[src/rtl/usr_burst_shifter_if.sv]
// Control/data bundle for the burst shifter: request side drives, shifter returns state.
// No handshake; requests are sampled every edge and status is registered.
interface usr_burst_shifter_if #(
  parameter int WIDTH = 8,
  parameter int SW    = $clog2(WIDTH) + 1
);
  logic             en;
  logic [2:0]       mode;
  logic [WIDTH-1:0] din;
  logic             sin_msb;
  logic             sin_lsb;
  logic             start;
  logic [SW-1:0]    shamt;
  logic [WIDTH-1:0] dout;
  logic             sout_lsb;
  logic             sout_msb;
  logic             busy;
  logic             done;

  modport master (
    output en, mode, din, sin_msb, sin_lsb, start, shamt,
    input  dout, sout_lsb, sout_msb, busy, done
  );

  modport slave (
    input  en, mode, din, sin_msb, sin_lsb, start, shamt,
    output dout, sout_lsb, sout_msb, busy, done
  );
endinterface

[src/rtl/usr_burst_shifter.sv]
// Universal shift register with an autonomous N-step burst engine; 1-cycle step latency.
// No backpressure: requests (en/start) arriving while busy are dropped, not queued.
module usr_burst_shifter #(
  parameter int WIDTH = 8,
  parameter int SW    = $clog2(WIDTH) + 1
) (
  input  logic               clk,
  input  logic               rst_n,
  usr_burst_shifter_if.slave bus
);

  typedef enum logic {IDLE = 1'b0, BURST = 1'b1} state_t;

  localparam logic [2:0] M_HOLD = 3'b000;
  localparam logic [2:0] M_SHR  = 3'b001;
  localparam logic [2:0] M_SHL  = 3'b010;
  localparam logic [2:0] M_LOAD = 3'b011;
  localparam logic [2:0] M_ROR  = 3'b100;
  localparam logic [2:0] M_ROL  = 3'b101;
  localparam logic [2:0] M_ASR  = 3'b110;
  localparam logic [2:0] M_CLR  = 3'b111;

  state_t           state_q, state_d;
  logic [WIDTH-1:0] dout_q, dout_d;
  logic [2:0]       bmode_q, bmode_d;
  logic [SW-1:0]    cnt_q, cnt_d;
  logic             done_q, done_d;

  logic             burst_ok;
  logic             last_step;

  function automatic logic is_shift(input logic [2:0] m);
    return (m == M_SHR) || (m == M_SHL) || (m == M_ROR) || (m == M_ROL) || (m == M_ASR);
  endfunction

  function automatic logic [WIDTH-1:0] apply_mode(
    input logic [2:0]       m,
    input logic [WIDTH-1:0] v,
    input logic [WIDTH-1:0] ld,
    input logic             smsb,
    input logic             slsb
  );
    logic [WIDTH-1:0] r;
    case (m)
      M_HOLD:  r = v;
      M_SHR:   r = {smsb, v[WIDTH-1:1]};
      M_SHL:   r = {v[WIDTH-2:0], slsb};
      M_LOAD:  r = ld;
      M_ROR:   r = {v[0], v[WIDTH-1:1]};
      M_ROL:   r = {v[WIDTH-2:0], v[WIDTH-1]};
      M_ASR:   r = {v[WIDTH-1], v[WIDTH-1:1]};
      M_CLR:   r = '0;
      default: r = v;
    endcase
    return r;
  endfunction

  assign burst_ok  = (bus.shamt != '0) && is_shift(bus.mode);
  assign last_step = (cnt_q == SW'(1));

  // State register
  always_ff @(posedge clk or negedge rst_n) begin
    if (!rst_n) begin
      state_q <= IDLE;
    end else begin
      state_q <= state_d;
    end
  end

  // Next-state logic
  always_comb begin
    state_d = state_q;
    case (state_q)
      IDLE:    if (bus.start && burst_ok) state_d = BURST;
      BURST:   if (last_step)             state_d = IDLE;
      default: state_d = IDLE;
    endcase
  end

  // Datapath next values; start outranks en, and both are ignored mid-burst
  always_comb begin
    dout_d  = dout_q;
    bmode_d = bmode_q;
    cnt_d   = cnt_q;
    done_d  = 1'b0;
    case (state_q)
      IDLE: begin
        if (bus.start) begin
          if (burst_ok) begin
            bmode_d = bus.mode;
            cnt_d   = bus.shamt;
          end else begin
            done_d = 1'b1;
          end
        end else if (bus.en) begin
          dout_d = apply_mode(bus.mode, dout_q, bus.din, bus.sin_msb, bus.sin_lsb);
        end
      end
      BURST: begin
        dout_d = apply_mode(bmode_q, dout_q, bus.din, bus.sin_msb, bus.sin_lsb);
        cnt_d  = cnt_q - SW'(1);
        done_d = last_step;
      end
      default: ;
    endcase
  end

  always_ff @(posedge clk or negedge rst_n) begin
    if (!rst_n) begin
      dout_q  <= '0;
      bmode_q <= M_HOLD;
      cnt_q   <= '0;
      done_q  <= 1'b0;
    end else begin
      dout_q  <= dout_d;
      bmode_q <= bmode_d;
      cnt_q   <= cnt_d;
      done_q  <= done_d;
    end
  end

  // Outputs
  always_comb begin
    bus.dout     = dout_q;
    bus.sout_lsb = dout_q[0];
    bus.sout_msb = dout_q[WIDTH-1];
    bus.busy     = (state_q == BURST);
    bus.done     = done_q;
  end

endmodule

[src/flat_wrapper.sv]
// flat-port wrapper written by rule: the top's interface ports become plain ports
module usr_burst_shifter_flat 
#(
  parameter int WIDTH = 8,
  parameter int SW    = $clog2(WIDTH) + 1
)
  (clk, rst_n, bus_en, bus_mode, bus_din, bus_sin_msb, bus_sin_lsb, bus_start, bus_shamt, bus_dout, bus_sout_lsb, bus_sout_msb, bus_busy, bus_done);
  usr_burst_shifter_if #(.WIDTH(WIDTH), .SW(SW)) bus_i ();
  input  logic clk;
  input  logic rst_n;
  input wire logic [$bits(bus_i.en)-1:0] bus_en;
  input wire logic [$bits(bus_i.mode)-1:0] bus_mode;
  input wire logic [$bits(bus_i.din)-1:0] bus_din;
  input wire logic [$bits(bus_i.sin_msb)-1:0] bus_sin_msb;
  input wire logic [$bits(bus_i.sin_lsb)-1:0] bus_sin_lsb;
  input wire logic [$bits(bus_i.start)-1:0] bus_start;
  input wire logic [$bits(bus_i.shamt)-1:0] bus_shamt;
  output wire logic [$bits(bus_i.dout)-1:0] bus_dout;
  output wire logic [$bits(bus_i.sout_lsb)-1:0] bus_sout_lsb;
  output wire logic [$bits(bus_i.sout_msb)-1:0] bus_sout_msb;
  output wire logic [$bits(bus_i.busy)-1:0] bus_busy;
  output wire logic [$bits(bus_i.done)-1:0] bus_done;
  assign bus_i.en = bus_en;
  assign bus_i.mode = bus_mode;
  assign bus_i.din = bus_din;
  assign bus_i.sin_msb = bus_sin_msb;
  assign bus_i.sin_lsb = bus_sin_lsb;
  assign bus_i.start = bus_start;
  assign bus_i.shamt = bus_shamt;
  assign bus_dout = bus_i.dout;
  assign bus_sout_lsb = bus_i.sout_lsb;
  assign bus_sout_msb = bus_i.sout_msb;
  assign bus_busy = bus_i.busy;
  assign bus_done = bus_i.done;
  usr_burst_shifter #(.WIDTH(WIDTH), .SW(SW)) u_core (.clk(clk), .rst_n(rst_n), .bus(bus_i));
endmodule
[config.mk]
export PLATFORM = sky130hd
export DESIGN_NAME = usr_burst_shifter_flat
export DESIGN_NICKNAME = d
export VERILOG_FILES = /design/src/rtl/usr_burst_shifter_if.sv /design/src/rtl/usr_burst_shifter.sv /design/src/flat_wrapper.sv
export SDC_FILE = /design/constraint.sdc
export NUM_CORES = 1
export LEC_CHECK = 0
export ABC_AREA = 1
export BUFFER_PORTS_ARGS = -buffer_cell sky130_fd_sc_hd__buf_2
export CORE_UTILIZATION = 35
export DETAILED_ROUTE_END_ITERATION = 8
export SKIP_CTS_REPAIR_TIMING = 1
export SLEW_MARGIN = 40
export SYNTH_ARGS = -nofsm -noshare
export SYNTH_HDL_FRONTEND = slang
export SYNTH_SLANG_ARGS = --single-unit
[constraint.sdc]
create_clock -name clk -period 2.9 [get_ports clk]
set_input_delay 0.87 -clock clk [delete_from_list [all_inputs] [get_ports clk]]
set_output_delay 0.87 -clock clk [all_outputs]
set_load 0.05 [all_outputs]
* Word level (Yosys, flattened, before mapping)
Index checks and enable logic that the tools add are counted.
** Storage, ports and cells
- Register bits after elaboration :: 17
- Output and inout bits :: 12
- Bits of input ports :: 21
- Logic and storage cells :: 58
** Operators by class
- Eq/ne operators :: 23
- Reduce and logical (&&, ||, !) cells :: 13
- Add/sub/neg operators :: 1
- Bitwise logic cells :: 1
- Mux-type cells :: 14
** Operators by type and width (count)
- $pmux 8 s7 :: 2
- $eq 3x3->1 const B :: 8
- $mux 8 :: 2
- $pmux 8 s2 :: 1
- $ne 2x2->1 const B :: 7
- $eq 3x2->1 const B :: 4
- $mux 4 :: 2
- $pmux 4 s2 :: 1
- $eq 3x1->1 const B :: 2
- $logic_not 3->1 :: 2
- $reduce_and 6->1 :: 1
- $eq 4x1->1 const B :: 1
- $logic_or 1x1->1 :: 4
- $mux 1 :: 4
- $pmux 1 s2 :: 2
- $reduce_and 4->1 :: 1
- $reduce_bool 4->1 :: 1
- $sub 4x1->4 const B :: 1
- $reduce_and 3->1 :: 1
- $logic_and 1x1->1 :: 2
- $ne 2x1->1 const B :: 1
- $reduce_and 2->1 :: 1
- $not 1->1 :: 1

* Logic depth before layout (Yosys ltp)
- Depth in word-level cells :: 9
- Mapped depth :: 10
- Mapped depth without buffers :: 9

* Worst setup path before layout
OpenSTA, ideal clock, no wires.
- Kind :: reg-to-output
- From :: register u_core.dout_q[0] (netlist: u_core.bus.dout[0])
- To :: output bus_dout[0]
- Path slack :: 1.056 ns
- Data arrival time :: 0.974 ns
- Data required time :: 2.030 ns
- Stages on the path, launching flop included :: 2
- Path through :: dfrtp_1 buf_4
** RTL lines
- start: declaration :: line usr_burst_shifter.sv:24 : logic [WIDTH-1:0] dout_q, dout_d;
- start signal: assignment :: line usr_burst_shifter.sv:115 : dout_q <= dout_d;
- end: declaration :: line flat_wrapper.sv:18 : output wire logic [$bits(bus_i.dout)-1:0] bus_dout;
No word-level cell between the ends.

* Worst setup path in the final report
- From :: register u_core.state_q (netlist: u_core.bus.busy)
- To :: output bus_busy
** RTL lines
- start: declaration :: line usr_burst_shifter.sv:23 : state_t state_q, state_d;
- start signal: assignment :: line usr_burst_shifter.sv:66 : state_q <= state_d;
- end: declaration :: line flat_wrapper.sv:21 : output wire logic [$bits(bus_i.busy)-1:0] bus_busy;
No word-level cell between the ends.

==> impl_metrics.env <==
export IMPL_status="completed"
export IMPL_placed_cell_area_sq_um=1560
export IMPL_crit_fanout=21
export IMPL_grt_pass1_vias=1475
export IMPL_min_path_type="input pin to async pin"
export IMPL_yosysTopAreaCell="dfrtp_1"
export IMPL_period_share=0.778
export IMPL_crit_family="flip-flops"
export IMPL_vias=1498
export IMPL_dp_cells=302
export IMPL_grt_start_max_net_pins=22
export IMPL_drt_pass1_iterations=4
export IMPL_fin_cells=306
export IMPL_drt_initial_drc_count=121
export IMPL_crit_path_top_delay_cell="dfrtp_1"
export IMPL_syn_area_sq_um=1380
export IMPL_required_ns=2.03
export IMPL_dpl_hpwl_um=2710
export IMPL_critPathMaxStageDelay_ns=0.75
export IMPL_syn_to_final_growth_pct=16.4
export IMPL_pwr_density_cell_nw_per_um2=1170
export IMPL_drc_errors=0
export IMPL_min_period_ns=2.26
export IMPL_fp_dieH_um=64.7
export IMPL_synth_cells=229
export IMPL_synth_area_leaders="dfrtp_1, nand2_1, nand3_1"
export IMPL_grt_remaining_overflow=0
export IMPL_rows=22
export IMPL_worst_pin_slew_ns=0.629
export IMPL_nets=282
export IMPL_cts_max_level=1
export IMPL_wl_per_cell_um=12.2
export IMPL_synth_top_area_frac=0.309
export IMPL_synth_warnings=0
export IMPL_r2r_slack_ns=0.99
export IMPL_numCtsBuffers=3
export IMPL_clock_path_buffers=2
export IMPL_cts_tree="built"
export IMPL_setup_tns_ns=0
export IMPL_avgSynthCellArea_sq_um=6.00
export IMPL_ys_ff_latch=17
export IMPL_clkSinkCount=17
export IMPL_clock_latency_ns=0.26
export IMPL_skew_ns=0.000716
export IMPL_fmax_mhz=443
export IMPL_p_leak_nw=0.909
export IMPL_dieArea_sq_um=4180
export IMPL_path_class="flop to output pin"
export IMPL_end_kind="output pin"
export IMPL_antenna_found_initial=0
export IMPL_maxCapViolCount=0
export IMPL_synthesis_nets=252
export IMPL_ys_flop_type="dfrtp_1"
export IMPL_port_buffers=32
export IMPL_seqCellArea_sq_um=425
export IMPL_rsz0062_at_grt="no"
export IMPL_total_power_mw=1.87
export IMPL_synth_async_reset_ratio=1.00
export IMPL_setup_violations=0
export IMPL_maxSlewViolCount=0
export IMPL_ios=33
export IMPL_gp_congestion=0.848
export IMPL_multiInputGateArea_sq_um=778
export IMPL_fin_area_sq_um=1600
export IMPL_grt_util_all_layers=0.208
export IMPL_path_clk_slew_ns=0.07
export IMPL_yosysUniqueCellTypes=21
export IMPL_grt_pass1_wl_um=6780
export IMPL_antenna_left=0
export IMPL_clock_root_buffer="clkbuf_8"
export IMPL_vias_per_cell=4.90
export IMPL_cp_arrival_ns=1.39
export IMPL_synth_seq_area_share=0.309
export IMPL_relSlewSlack=0.581
export IMPL_synth_edf_count=0
export IMPL_ys_top_cells_by_count="nand2_1, inv_1, nand3_1"
export IMPL_hold_violations=0
export IMPL_yosysMostFrequentCell="nand2_1"
export IMPL_utilization=0.431
export IMPL_cp_start_kind="flop"
export IMPL_diodes=0
export IMPL_start_util=0.370
export IMPL_crit_chain="buf_2"
export IMPL_drive_gt1_frac=0.155
export IMPL_nFillCells=425
export IMPL_cp_buffers_inverters=1
export IMPL_coreArea_sq_um=3720
export IMPL_routed_wirelength_um=3740
export IMPL_ir_worst_vdd_v=0.000384
export IMPL_die_width_um=64.7
layer usage:
metal / vias to the layer above / share of wire / global-route usage / routed length, um
li1: 783 / - / - / -
met3: 5 / 0.044 / 0.0211 / 165
met1: 667 / 0.48 / 0.281 / 1790
met5: - / 0 / 0 / 0
met2: 43 / 0.46 / 0.342 / 1730
met4: 0 / 0.016 / 0.0750 / 61
final cells by class:
class	count	share of cell area
clock buffer	4	0.0281
multi-input combinational	171	0.486
timing repair buffer	33	0.105
sequential	17	0.266
tap	48	0.0375
inverter	33	0.0774
layout by cell type (no fill, tap or decap):
cell      count
a21boi_2      1
a21oi_1      10
a31oi_1       3
buf_2        32
buf_4         1
clkbuf_1      1
clkbuf_8      3
dfrtp_1      17
ha_1          2
inv_1        32
inv_2         1
nand2_1      85
nand3_1      27
nand3b_2      1
nand4_1       6
nor2_1       20
nor3_1        1
nor3b_1       1
o211ai_2      1
o21ai_0       7
o21ai_1       4
o22ai_1       1
xor2_1        1
report_power, final:
group	internal (mW)	total, mW	leakage [nW]	switching (mW)
registers	0.355	0.548	0.210	0.192
logic	0.349	1.14	0.677	0.789
clock network	0.0978	0.188	0.0228	0.0897
through the flow:
step           hold WS, ns  setup WS (ns)
3_3_place_gp         0.506          0.809
5_1_grt              0.559          0.555
6_report             0.537          0.645
3_5_place_dp         0.529          0.839
4_1_cts              0.546          0.644
2_1_floorplan        0.464           1.06
registers in the layout, summed over array words and instances, names as in the netlist:
register	flops
u_core.bus.dout	8
u_core.cnt_q	4
u_core.bmode_q	3
u_core.bus.busy	1
u_core.bus.done	1
kinds of logic (layout without fill, tap and decap cells):
kind of cell / after synthesis / in the layout / share of synthesized area
AOI/OAI and AO/OA: 27 / 27 / 0.112
xor gates and xnor gates: 1 / 1 / 0.00637
adders and majority gates: 2 / 2 / 0.0182
buffers and inverters: 41 / 70 / 0.125
DFF: 17 / 17 / 0.309
and+or+nand+nor: 141 / 141 / 0.429
final timing paths:
path,cells after the start,endpoint,start
setup / recovery,1,bus_busy,u_core.bus.busy
hold / removal,1,u_core.bus.dout[6],rst_n
setup reg to reg,7,u_core.bus.dout[2],u_core.bus.busy
hold reg to reg,2,u_core.cnt_q[1],u_core.cnt_q[1]
max in group asynchronous,1,u_core.cnt_q[1],rst_n
min in group clk,2,u_core.cnt_q[1],u_core.cnt_q[1]
Power figures use the tool's default switching activity.
